### src/rtl/m_id_stage_pkg.sv
// Shared decode definitions: op-class codes, opcode constants, immediate formats
// and the decoded bundle layout. Also used by the execute stage.
package m_id_stage_pkg;

    typedef enum logic [3:0] {
        OPC_NOP     = 4'd0,
        OPC_LUI     = 4'd1,
        OPC_AUIPC   = 4'd2,
        OPC_JAL     = 4'd3,
        OPC_JALR    = 4'd4,
        OPC_BRANCH  = 4'd5,
        OPC_LOAD    = 4'd6,
        OPC_STORE   = 4'd7,
        OPC_OPIMM   = 4'd8,
        OPC_OP      = 4'd9,
        OPC_SYSTEM  = 4'd10,
        OPC_ILLEGAL = 4'd11
    } op_class_e;

    localparam logic [6:0] OPCODE_LUI    = 7'b0110111;
    localparam logic [6:0] OPCODE_AUIPC  = 7'b0010111;
    localparam logic [6:0] OPCODE_JAL    = 7'b1101111;
    localparam logic [6:0] OPCODE_JALR   = 7'b1100111;
    localparam logic [6:0] OPCODE_BRANCH = 7'b1100011;
    localparam logic [6:0] OPCODE_LOAD   = 7'b0000011;
    localparam logic [6:0] OPCODE_STORE  = 7'b0100011;
    localparam logic [6:0] OPCODE_OPIMM  = 7'b0010011;
    localparam logic [6:0] OPCODE_OP     = 7'b0110011;
    localparam logic [6:0] OPCODE_SYSTEM = 7'b1110011;

    typedef enum logic [2:0] {
        IMM_NONE,
        IMM_I,
        IMM_S,
        IMM_B,
        IMM_U,
        IMM_J
    } imm_fmt_e;

    typedef struct packed {
        logic [31:0] pc;
        logic [4:0]  rd;
        logic [31:0] rs1_data;
        logic [31:0] rs2_data;
        logic [31:0] imm;
        logic [3:0]  op;
        logic [2:0]  funct3;
        logic        funct7b5;
        logic        illegal;
    } id_bundle_t;

    function automatic imm_fmt_e imm_fmt_of(input op_class_e op);
        case (op)
            OPC_LUI, OPC_AUIPC:          return IMM_U;
            OPC_JAL:                     return IMM_J;
            OPC_JALR, OPC_LOAD, OPC_OPIMM: return IMM_I;
            OPC_BRANCH:                  return IMM_B;
            OPC_STORE:                   return IMM_S;
            default:                     return IMM_NONE;
        endcase
    endfunction

endpackage

### src/rtl/m_id_stage_imm_gen.sv
// Combinational opcode classification and sign-extended immediate extraction.
module m_imm_gen
    import m_id_stage_pkg::*;
#(
    parameter bit ILLEGAL_AS_NOP = 1'b0
) (
    input  logic [31:0] w_inst,
    output logic [31:0] w_imm,
    output logic [3:0]  w_op,
    output logic        w_illegal
);

    op_class_e op_c;
    imm_fmt_e  fmt_c;
    logic      ill_c;

    always_comb begin
        op_c  = OPC_ILLEGAL;
        ill_c = 1'b0;
        case (w_inst[6:0])
            OPCODE_LUI:    op_c = OPC_LUI;
            OPCODE_AUIPC:  op_c = OPC_AUIPC;
            OPCODE_JAL:    op_c = OPC_JAL;
            OPCODE_JALR:   op_c = OPC_JALR;
            OPCODE_BRANCH: op_c = OPC_BRANCH;
            OPCODE_LOAD:   op_c = OPC_LOAD;
            OPCODE_STORE:  op_c = OPC_STORE;
            OPCODE_OPIMM:  op_c = OPC_OPIMM;
            OPCODE_OP:     op_c = OPC_OP;
            OPCODE_SYSTEM: op_c = OPC_SYSTEM;
            default:       ill_c = 1'b1;
        endcase
        if (w_inst[1:0] != 2'b11 || w_inst == '0) begin
            ill_c = 1'b1;
        end
        if (ill_c) begin
            op_c = ILLEGAL_AS_NOP ? OPC_NOP : OPC_ILLEGAL;
        end

        fmt_c = ill_c ? IMM_NONE : imm_fmt_of(op_c);
        case (fmt_c)
            IMM_I:   w_imm = {{20{w_inst[31]}}, w_inst[31:20]};
            IMM_S:   w_imm = {{20{w_inst[31]}}, w_inst[31:25], w_inst[11:7]};
            IMM_B:   w_imm = {{19{w_inst[31]}}, w_inst[31], w_inst[7],
                              w_inst[30:25], w_inst[11:8], 1'b0};
            IMM_U:   w_imm = {w_inst[31:12], 12'b0};
            IMM_J:   w_imm = {{11{w_inst[31]}}, w_inst[31], w_inst[19:12],
                              w_inst[20], w_inst[30:21], 1'b0};
            default: w_imm = '0;
        endcase
    end

    assign w_op      = op_c;
    assign w_illegal = ill_c;

endmodule

### src/rtl/m_id_stage.sv
// Decode stage: one main entry driving the outputs plus one skid entry, so
// w_in_ready is a register with no combinational path from w_out_ready.
module m_id_stage
    import m_id_stage_pkg::*;
#(
    parameter bit ILLEGAL_AS_NOP = 1'b0
) (
    input  logic        w_clk,
    input  logic        w_rst,
    input  logic        w_in_valid,
    input  logic [31:0] w_inst,
    input  logic [31:0] w_in_pc,
    output logic        w_in_ready,
    output logic [4:0]  w_rs1,
    output logic [4:0]  w_rs2,
    input  logic [31:0] w_rs1_val,
    input  logic [31:0] w_rs2_val,
    input  logic        w_flush,
    output logic        w_out_valid,
    input  logic        w_out_ready,
    output logic [31:0] r_out_pc,
    output logic [4:0]  r_rd,
    output logic [31:0] r_rs1_data,
    output logic [31:0] r_rs2_data,
    output logic [31:0] r_imm,
    output logic [3:0]  r_op,
    output logic [2:0]  r_funct3,
    output logic        r_funct7b5,
    output logic        r_illegal
);

    typedef enum logic [1:0] {
        ST_EMPTY,
        ST_FULL,
        ST_SKID
    } state_e;

    state_e     state_q;
    logic       in_ready_q;
    id_bundle_t main_q;
    id_bundle_t skid_q;
    id_bundle_t dec_d;

    logic [31:0] imm_w;
    logic [3:0]  op_w;
    logic        ill_w;
    logic        in_xfer;
    logic        out_xfer;

    m_imm_gen #(
        .ILLEGAL_AS_NOP(ILLEGAL_AS_NOP)
    ) u_imm_gen (
        .w_inst    (w_inst),
        .w_imm     (imm_w),
        .w_op      (op_w),
        .w_illegal (ill_w)
    );

    assign w_rs1 = w_inst[19:15];
    assign w_rs2 = w_inst[24:20];

    always_comb begin
        dec_d          = '0;
        dec_d.pc       = w_in_pc;
        dec_d.rs1_data = w_rs1_val;
        dec_d.rs2_data = w_rs2_val;
        dec_d.imm      = imm_w;
        dec_d.op       = op_w;
        dec_d.funct3   = w_inst[14:12];
        dec_d.funct7b5 = w_inst[30];
        dec_d.illegal  = ill_w;
        // rd is meaningless for anything that does not write back
        if (!(ill_w || op_w == OPC_BRANCH || op_w == OPC_STORE)) begin
            dec_d.rd = w_inst[11:7];
        end
    end

    assign w_in_ready  = in_ready_q;
    assign w_out_valid = (state_q != ST_EMPTY);
    assign in_xfer     = w_in_valid & in_ready_q;
    assign out_xfer    = w_out_valid & w_out_ready;

    always_ff @(posedge w_clk) begin
        if (w_rst) begin
            state_q    <= ST_EMPTY;
            in_ready_q <= 1'b1;
            main_q     <= '0;
            skid_q     <= '0;
        end else if (w_flush) begin
            state_q    <= ST_EMPTY;
            in_ready_q <= 1'b1;
        end else begin
            case (state_q)
                ST_EMPTY: begin
                    if (in_xfer) begin
                        main_q  <= dec_d;
                        state_q <= ST_FULL;
                    end
                end
                ST_FULL: begin
                    if (in_xfer && out_xfer) begin
                        main_q <= dec_d;
                    end else if (in_xfer) begin
                        skid_q     <= dec_d;
                        state_q    <= ST_SKID;
                        in_ready_q <= 1'b0;
                    end else if (out_xfer) begin
                        state_q <= ST_EMPTY;
                    end
                end
                ST_SKID: begin
                    if (out_xfer) begin
                        main_q     <= skid_q;
                        state_q    <= ST_FULL;
                        in_ready_q <= 1'b1;
                    end
                end
                default: begin
                    state_q    <= ST_EMPTY;
                    in_ready_q <= 1'b1;
                end
            endcase
        end
    end

    assign r_out_pc   = main_q.pc;
    assign r_rd       = main_q.rd;
    assign r_rs1_data = main_q.rs1_data;
    assign r_rs2_data = main_q.rs2_data;
    assign r_imm      = main_q.imm;
    assign r_op       = main_q.op;
    assign r_funct3   = main_q.funct3;
    assign r_funct7b5 = main_q.funct7b5;
    assign r_illegal  = main_q.illegal;

endmodule

### config.mk
export PLATFORM = sky130hd
export DESIGN_NAME = m_id_stage
export DESIGN_NICKNAME = d
export VERILOG_FILES = /design/src/rtl/m_id_stage_pkg.sv /design/src/rtl/m_id_stage_imm_gen.sv /design/src/rtl/m_id_stage.sv
export SDC_FILE = /design/constraint.sdc
export NUM_CORES = 1
export LEC_CHECK = 0
export ABC_AREA = 0
export BUFFER_PORTS_ARGS = -buffer_cell sky130_fd_sc_hd__buf_2
export CAP_MARGIN = 20
export CORE_MARGIN = 1.5
export CORE_UTILIZATION = 53
export DETAILED_ROUTE_END_ITERATION = 16
export PLACE_DENSITY = 0.83
export SLEW_MARGIN = 20
export SYNTH_ARGS = -nofsm -noshare
export SYNTH_HDL_FRONTEND = slang
export SYNTH_SLANG_ARGS = --single-unit
### constraint.sdc
create_clock -name w_clk -period 2.2 [get_ports w_clk]
set_clock_uncertainty 0.15 [all_clocks]
set_input_delay 0.22 -clock w_clk [delete_from_list [all_inputs] [get_ports w_clk]]
set_output_delay 0.22 -clock w_clk [all_outputs]
set_load 0.01 [all_outputs]
After elaboration in Yosys (flattened, before gate mapping)
Memories as Yosys holds them, arrays and structs flattened.
Cells that the tools add are included.
{ "op_classes": {"n_reduce_logical": 14, "bitwise_logic": 5, "n_eq_ne": 26, "n_mux": 21} }
{ "op_table": {"columns": ["operator", "count"], "rows": [
  ["2-to-1 mux 142 bit", 3],
  ["case mux 142 bit (3 select lines)", 1],
  ["case mux 32 bit (5 select lines)", 1],
  ["case mux 4 bit (10 select lines)", 1],
  ["logical NOT 32 bit", 1],
  ["== test 7 bit (second input constant)", 4],
  ["== test 7 x 6 -> 1 bit (second input constant)", 3],
  ["== test 7 x 5 -> 1 bit (second input constant)", 2],
  ["!= test 2 bit (second input constant)", 6],
  ["AND reduction 4 bit", 3],
  ["2-to-1 mux 2 bit", 5],
  ["OR reduction 10 bit", 1],
  ["== test 4 x 3 -> 1 bit (second input constant)", 2],
  ["== test 7 x 2 -> 1 bit (second input constant)", 1],
  ["== test 3 x 2 -> 1 bit (second input constant)", 2],
  ["== test 3 bit (second input constant)", 2],
  ["case mux 2 bit (3 select lines)", 1],
  ["2-to-1 mux 1 bit", 5],
  ["2-to-1 mux 5 bit", 1],
  ["AND reduction 5 bit", 1],
  ["2-to-1 mux 4 bit", 1],
  ["== test 3 x 1 -> 1 bit (second input constant)", 1],
  ["logical OR 1 bit", 3],
  ["2-to-1 mux 3 bit", 1],
  ["11 further kinds", 14]
]} }
{ "word_totals": {"mem_bits_ro": 48, "regBits": 287, "output_inout_bits": 154, "mem_count": 1, "input_bits": 133, "word_cells": 87} }
{ "memory_table": {"columns": ["name", "depth", "width", "read_ports", "rd_clocked_by_memory_dff", "wr", "line", "source"], "rows": [
  ["(name not given)", 16, 3, 1, 0, 0, "m_id_stage_pkg.sv:53", "case (op)"]
]} }

Depth between registers and ports, before layout
Gate-level depths: netlist of the first run.
{ "depth": {"depth_word": 11, "depth_mapped": 8, "depth_no_buf": 6} }

By module
Synthesis of the first run repeated with hierarchy kept, for this count alone.
{ "unflattened": {"hier_cells": 1543, "hier_area_um2": 12006.5} }
{ "by_module_without_submodules": {"columns": ["mod", "area_per_inst_um2", "instances", "seq_area_each_um2", "cells_per_inst"], "rows": [
  ["m_id_stage", 11362.1, 1, 5745.5, 1446],
  ["m_imm_gen", 644.4, 1, 0.0, 97]
]} }

Worst setup path after synthesis of the first run
Ideal clock, no wire load.
{ "synth_path": {"path_type": "register to register", "from": "reg in_ready_q, in the netlist w_in_ready", "to": "reg main_q, in the netlist r_rs2_data[13]", "path_buffers": 3, "setup_slack_ns": 0.319, "setup_time_ns": 0.133, "required_time_ns": 1.917, "t_arrival_ns": 1.597, "path_stages_with_launch": 8, "period_less_slack_ns": 1.881, "path_cell_list": "dfxtp_1 and3b_1 a22oi_1 nor2_1 clkbuf_1 clkbuf_1 buf_2 a311oi_1"} }
{ "synth_via": {"elab_chain_len": 4, "word_cells_on_any_way": 5, "classes_between": "2 x eq/ne; 1 x bitwise; 2 x reduce/logical"} }
{ "synth_lines": {"columns": ["item", "line", "source"], "rows": [
  ["start, declared", "m_id_stage.sv:39", "logic in_ready_q;"],
  ["start signal, assigned", "m_id_stage.sv:86", "in_ready_q <= 1'b1;"],
  ["start signal, assigned", "m_id_stage.sv:91", "in_ready_q <= 1'b1;"],
  ["start signal, assigned", "m_id_stage.sv:106", "in_ready_q <= 1'b0;"],
  ["AND 1 bit *", "m_id_stage.sv:80", "assign in_xfer = w_in_valid & in_ready_q;"],
  ["logical AND 1 bit", "m_id_stage.sv:101", "if (in_xfer && out_xfer) begin"],
  ["!= test 2 bit (no source line)", null, null],
  ["AND reduction 5 bit (no source line) *", null, null],
  ["end signal, assigned", "m_id_stage.sv:113", "main_q <= skid_q;"],
  ["end, declared", "m_id_stage.sv:40", "id_bundle_t main_q;"]
]} }
Mark *: on every way between the ends. The rest lies on a longest branch, timed or not.
A chain may end at the register's enable or synchronous reset.

Final worst setup path of the first run
{ "layout_path": {"from": "reg state_q[1]", "to": "reg main_q, in the netlist r_rs2_data[26]"} }
{ "layout_via": {"elab_chain_len": 5, "word_cells_on_any_way": 12, "classes_between": "5 x eq/ne; 1 x mux; 1 x bitwise; 5 x reduce/logical"} }
{ "layout_lines": {"columns": ["item", "line", "source"], "rows": [
  ["start, declared", "m_id_stage.sv:38", "state_e state_q;"],
  ["start signal, assigned", "m_id_stage.sv:85", "state_q <= ST_EMPTY;"],
  ["start signal, assigned", "m_id_stage.sv:90", "state_q <= ST_EMPTY;"],
  ["start signal, assigned", "m_id_stage.sv:97", "state_q <= ST_FULL;"],
  ["nonzero test 2 bit", "m_id_stage.sv:79", "assign w_out_valid = (state_q != ST_EMPTY);"],
  ["AND 1 bit", "m_id_stage.sv:81", "assign out_xfer = w_out_valid & w_out_ready;"],
  ["logical AND 1 bit", "m_id_stage.sv:101", null],
  ["!= test 2 bit (no source line)", null, null],
  ["AND reduction 5 bit (no source line)", null, null]
]} }
Parallel ways exist; a longest one is shown, timed or not.

==> impl_results.md, run 1 <==
- Cell taking the most area after synthesis: dfxtp_1
- Post-synthesis sequential area ratio: 0.4949
- DP HPWL: 20460 um
- Post-synthesis async set-or-reset flop share: 0
- GRT Overall Usage: 0.3027
- CP endpoint kind: register
- Setup Viol. Count Final: 0
- First-pass GRT wire length: 56180 um
- Drt first pass iters: 8
- RSZ-0062 raised after global routing: yes
- Die area: 0.02280 mm^2
- Final Hold Fails: 0
- Core Area: 0.02122 mm^2
- Slew Viols, Final: 0
- Routed vias: 12514
- Clock slew at reported path FFs: 0.06 ns
- H-tree depth: 1
- R2r endpoint: r_rs2_data[26]
- Share of layout cells above drive strength 1: 0.2152
- Root Buffer Master: clkbuf_16
- Clk sinks: 287
- Worst path cell trace: nor2b_4 -> buf_6 -> buf_12 -> nand2_1 -> a311oi_1
- Wire per inst: 17.28 um
- Postcts setup bufs: 0
- Worst-path maximum fanout: 62
- Seq cells post-synth: 287
- Largest net degree at the start of global routing: 119
- Antenna violations before repair: 1
- IO Pins: 287
- Avg Cell Area, Syn: 7.770 um^2
- Peak VDD IR: 0.0006231 V
- IO buf count: 286
- Post-synth top area share: 0.4949
- Gpl congestion: 0.9149
- Synth warn: 0
- Num CTS Buffers: 29
- Chip Width: 151.0 um
- Startpoint types: register
- Internal: 8.737 mW
- Number of synthesized flops with an enable pin: 0
- Sw power: 2.830 mW
- Most frequent cell after synthesis: nand2_1
- Switching share of power: 0.2447
- Worst Tran Pin Value: 0.6021 ns
- Clock Latency Late Sink: 0.53 ns
- Cell family with the largest share of critical-path delay: buffers and inverters
- Vias in the first global route: 11438
- Fin crit share: 0.9772
- Area grow syn2layout: 33.76%
- Synth unique cells: 49
- Worst r2r path cells: 5
- CP Buf/Inv Count: 2
- Congestion Overflow GR: 0
- Max Freq: 465.1 MHz
- Required time worst endpoint: 2.46 ns
- 1st-iter DRT viols: 1001
- Via density: 5.859
- Slowest-stage cell, CP: buf_6
- R2r setup slk: 0.05 ns
- Remaining DRCs: 0
- Peak per-stage delay on the critical path: 0.42 ns
- Area after DPL: 0.01329 mm^2
- Syn Nets: 1627
- Synth top cells by count: 469 x nand2_1, 287 x dfxtp_1, 175 x a21oi_1
- Worst slew margin: 0.5953
- Hold Path Origin: w_inst[4]
- Final min period: 2.150 ns
- Detail Route Antenna Nets: 0
- DRT Wirelength: 36910 um
- Sequential power share: 0.474
- Post-layout nets: 1973
- Clock power frac: 0.413
- Crit Path Class: reg -> reg
- Hold Crit Depth: 5
- Outcome: finished, final reports clean
- Max-Cap Viols: 0
- P_leak: 6.333 nW
- Gate Count Post-Synth: 1494
- CTS tree: done
- Longest Clk Path Bufs: 3
- Crit path DAT: 2.41 ns
- Worst hold path type: in -> reg
- Area contributors post-synth: dfxtp_1 49%, nand2_1 15%, a311oi_1 7.9%
- Dominant synthesized flop cell: dfxtp_1
- Site Rows: 53
- Die Y: 151.0 um
- Mapped cell area: 0.01161 mm^2
- Comb pwr share: 0.113
- Setup tns final: 0 ns
- Final instance area: 0.01553 mm^2
- Hold Path End: skid_q[7]
- Tot Pwr: 11.57 mW
- R2R Path Start: state_q[1]
- Initial core utilization: 0.5471
- Pwr/cell area: 744.9 mW/mm^2
## per-layer routing
metal	vias to the layer above	GRT usage	part of all wire	wire (um)
li1	5803	-	-	-
met1	5836	0.3672	0.37	13680
met2	731	0.5105	0.49	18050
met3	144	0.06777	0.098	3619
met4	0	0.1403	0.042	1559
met5	-	0	0	0
## stage by stage
step           worst slack, ns  hold slack [ns]    util  cells
3_5_place_dp         -0.009335           0.2907  0.6261   1956
4_1_cts               0.006655          0.02936  0.7292   2132
3_3_place_gp           0.09833           0.2828  0.6261   1956
5_1_grt               -0.03932          0.05505  0.7316   2135
6_report               0.05013          0.04193  0.7317   2136
2_1_floorplan           0.3193           0.1481       -   1494
## area by class of cell
type | instances | area, um^2
antenna | 2 | 5.005
clock buffer | 41 | 850.8
clock inverter | 9 | 73.82
fill | 1489 | 5693
inverter | 6 | 22.52
multi-input combinational | 1063 | 5300
sequential | 287 | 5746
tap | 275 | 344.1
timing repair buffer | 453 | 3186
## power by group through the flow
stage / sequential [mW] / clock [mW] / combinational (mW)
detailed placement: 5.59 / 0 / 1.06
finish: 5.49 / 4.78 / 1.30
floorplan: 5.65 / 0 / 0.516
global route: 5.50 / 5.04 / 1.41
global placement: 5.58 / 0 / 1.04
CTS: 5.48 / 4.81 / 1.24
## cells in the final DEF (no fill, tap or decap), drive strengths merged, types with 2 or more instances in the layout
cell type,count
or2,2
inv,6
diode,2
nand2,469
dlygate4sd3,126
nor4,4
clkinv,8
clkbuf,42
o21ai,71
dfxtp,287
a311oi,105
a22o,9
nand4b,2
a31oi,7
nand2b,3
a211oi,5
o211ai,5
a21o,2
nor3,5
nand3,20
a221oi,5
a311o,4
and3b,3
nor2b,4
a21oi,176
buf,326
a2111o,2
and2,9
nor2,135
o21a,5
## cell families after synthesis
logic type,Yosys count,synth area share
buf+inv,144,0.05303
simple gates,662,0.2276
compound gates,400,0.2236
xor+xnor,1,0.0007546
flops,287,0.4949
## flip-flops by register name, indices dropped and copies added (netlist names), 2 cells and up
| register | count |
|---|---|
| state_q | 2 |
| skid_q | 142 |
| r_funct3 | 3 |
| r_op | 4 |
| r_rd | 5 |
| r_imm | 32 |
| r_rs1_data | 32 |
| r_out_pc | 32 |
| r_rs2_data | 32 |
## how the worst max path moves through the flow
stage / slack [ns] / end / cells after the start / from
after floorplan: 0.32 / r_rs2_data[13] / 7 / w_in_ready
after global placement: 0.1 / skid_q[30] / 5 / w_out_ready
after detailed placement: -0.009 / r_imm[15] / 7 / state_q[1]
after CTS: 0.007 / r_rs1_data[26] / 5 / state_q[1]
after global routing: -0.04 / r_rs2_data[31] / 7 / state_q[1]
final: 0.05 / r_rs2_data[26] / 5 / state_q[1]
## tightest hold or removal path: stages
cell and delay (ns):
buf_2 0.09, buf_4 0.16, nor4_1 0.09, nand2_1 0.05
a21oi_1 0.05
## timing repair
| action | in CTS | in global routing |
|---|---|---|
| hold buffers | 126 | 0 |
| setup endpoints to repair | 12 | 74 |
| hold endpoints to repair | 278 | 0 |
| resized for setup | 1 | 6 |
| gates cloned | 0 | 2 |
Note: power is estimated with default switching activity, not from simulation.
==> run 2: changes to the inputs <==
Settings changed: RECOVER_POWER from default to 50.
==> run 2 against run 1 <==
- via count increased by 0.34%
- non-clock buffer count stayed put
- final cell count stayed put
- wire length up 0.20%
- cell area is 1.2% lower
- critical path type unchanged
==> impl_results.md, run 2 (synthesis gave the netlist of run 1 again) <==
- Die area: 0.02280 mm^2 (unchanged)
- Max Freq: 462.2 MHz (-0.63%)
- Hold Crit Depth: 5 (unchanged)
- Longest Clk Path Bufs: 3 (unchanged)
- Fin crit share: 0.9834 (+0.006175)
- Hold Path Origin: w_inst[4]
- Congestion Overflow GR: 0 (unchanged)
- Share of layout cells above drive strength 1: 0.1329 (-0.08230)
- Internal: 8.693 mW (-0.50%)
- R2r setup slk: 0.04 ns (about the same)
- Clock power frac: 0.414 (about the same)
- Outcome: finished, final reports clean
- DRT Wirelength: 36980 um (+0.20%)
- 1st-iter DRT viols: 1139 (+14%)
- Die Y: 151.0 um (unchanged)
- R2R Path Start: state_q[1]
- Worst hold path type: in -> reg
- Sequential power share: 0.476 (+0.002)
- Crit Path Class: reg -> reg
- Largest Register: skid_q
- Via density: 5.879 (+0.34%)
- Final min period: 2.163 ns (+0.01358 ns)
- Worst-path maximum fanout: 62 (unchanged)
- Worst Tran Pin Value: 0.6059 ns (+0.003844 ns)
- Final Hold Fails: 0 (unchanged)
- H-tree depth: 1 (unchanged)
- Final Non-Filler Cells: 2136 (unchanged)
- First-pass GRT wire length: 56180 um (unchanged)
- Core Area: 0.02122 mm^2 (unchanged)
- Root Buffer Master: clkbuf_16
- IO buf count: 286 (unchanged)
- Startpoint types: register
- P_leak: 5.736 nW (-9.4%)
- R2r endpoint: r_rs2_data[26]
- Detail Route Antenna Nets: 0 (unchanged)
- Most common cell after layout, fill and taps aside: nand2_1
- Postcts setup bufs: 0 (unchanged)
- Clk sinks: 287 (unchanged)
- Setup Viol. Count Final: 0 (unchanged)
- Chip Width: 151.0 um (unchanged)
- Comb pwr share: 0.109 (-0.004)
- Wire per inst: 17.31 um (+0.20%)
- Drt first pass iters: 7 (-1)
- Remaining DRCs: 0 (unchanged)
- CP endpoint kind: register
- Gpl congestion: 0.9149 (unchanged)
- Commonest non-fill, non-tap cells in the layout: 469 x nand2_1, 287 x dfxtp_1, 175 x a21oi_1
- Fillers: 1598 (+7.3%)
- Setup tns final: 0 ns (unchanged)
- Pwr/cell area: 751.7 mW/mm^2 (+0.91%)
- Antenna violations before repair: 1 (unchanged)
- Clock slew at reported path FFs: 0.06 ns (about the same)
- Largest net degree at the start of global routing: 119 (unchanged)
- Area grow syn2layout: 32.11%
- GRT Overall Usage: 0.3027 (unchanged)
- Num CTS Buffers: 29 (unchanged)
- RSZ-0062 raised after global routing: yes
- Crit path DAT: 2.42 ns (about the same)
- Worst slew margin: 0.5927 (-0.002584)
- Vias in the first global route: 11438 (unchanged)
- Slew Viols, Final: 0 (unchanged)
- Site Rows: 53 (unchanged)
- Hold Path End: skid_q[7]
- Max-Cap Viols: 0 (unchanged)
- Worst r2r path cells: 5 (unchanged)
- Peak VDD IR: 0.0006201 V (-0.48%)
- Required time worst endpoint: 2.46 ns (about the same)
- Inst Count DP: 1956 (unchanged)
- DP HPWL: 20460 um (unchanged)
- Clock Latency Late Sink: 0.53 ns (about the same)
- Post-layout nets: 1973 (unchanged)
- Sw power: 2.835 mW (+0.19%)
- CTS tree: done
- IO Pins: 287 (unchanged)
- Max reg flops: 142 (unchanged)
- Routed vias: 12557 (+0.34%)
- Switching share of power: 0.2460 (+0.001282)
- Initial core utilization: 0.5471 (unchanged)
-- run 2: cell count changes in the layout (fill, tap and decap cells not counted) --
cell and delta:
buf_2 -153, clkbuf_1 +153
-- run 2: power groups by stage --
| stage | Sequential [mW] | Clock, mW | Combinational, mW |
|---|---|---|---|
| 3_5_place_dp | 5.59 | 0 | 1.06 |
| 5_1_grt | 5.51 | 5.04 | 1.37 |
| 6_report | 5.49 | 4.78 | 1.26 |
| 3_3_place_gp | 5.58 | 0 | 1.04 |
| 4_1_cts | 5.48 | 4.81 | 1.24 |
| 2_1_floorplan | 5.65 | 0 | 0.516 |
-- run 2: worst max-delay path by stage --
stage / from / end / slack (ns) / depth (start not counted)
3_3_place_gp: w_out_ready / skid_q[30] / 0.1 / 5
5_1_grt: state_q[1] / r_rs2_data[31] / -0.04 / 7
4_1_cts: state_q[1] / r_rs1_data[26] / 0.007 / 5
2_1_floorplan: w_in_ready / r_rs2_data[13] / 0.32 / 7
3_5_place_dp: state_q[1] / r_imm[15] / -0.009 / 7
6_report: state_q[1] / r_rs2_data[26] / 0.04 / 5
-- run 2: final cells by class --
class / instances / area, um^2 / share of cell area
Sequential cell: 287 / 5746 / 0.3746
Multi-Input combinational cell: 1063 / 5300 / 0.3456
Timing Repair Buffer: 453 / 2994 / 0.1952
Clock buffer: 41 / 850.8 / 0.05548
Tap cell: 275 / 344.1 / 0.02244
Clock inverter: 9 / 73.82 / 0.004814
Inverter: 6 / 22.52 / 0.001469
Antenna cell: 2 / 5.005 / 0.0003263
-- run 2: what timing repair did --
action,in CTS,in global routing
gates resized for setup,1,6
hold buffers,126,0
gates cloned,0,2
setup endpoints to repair,12,74
pin swaps,0,0
endpoints found under the hold margin,278,0
-- run 2: metal layers --
layer | GRT usage | vias up | share of wire
li1 | - | 5802 | -
met1 | 0.3672 | 5903 | 0.38
met2 | 0.5105 | 711 | 0.48
met3 | 0.06777 | 141 | 0.096
met4 | 0.1403 | 0 | 0.043
met5 | 0 | - | 0
-- run 2: stage by stage --
step	hold slack, ns	worst slack, ns	total power [mW]	area, um^2	util
finish	0.03576	0.03654	11.53	15340	0.7227
global placement	0.2828	0.09833	6.623	13290	0.6261
CTS	0.02936	0.006655	11.53	15470	0.7292
detailed placement	0.2907	-0.009335	6.649	13290	0.6261
floorplan	0.1481	0.3193	6.166	11610	-
global route	0.05505	-0.03932	11.92	15330	0.7226
-- run 2: critical path, stage by stage, from the launching register on --
cell,delay [ns]
dfxtp_1,0.38
nor2b_4,0.18
buf_6,0.43
buf_12,0.33
nand2_1,0.13
a311oi_1,0.36
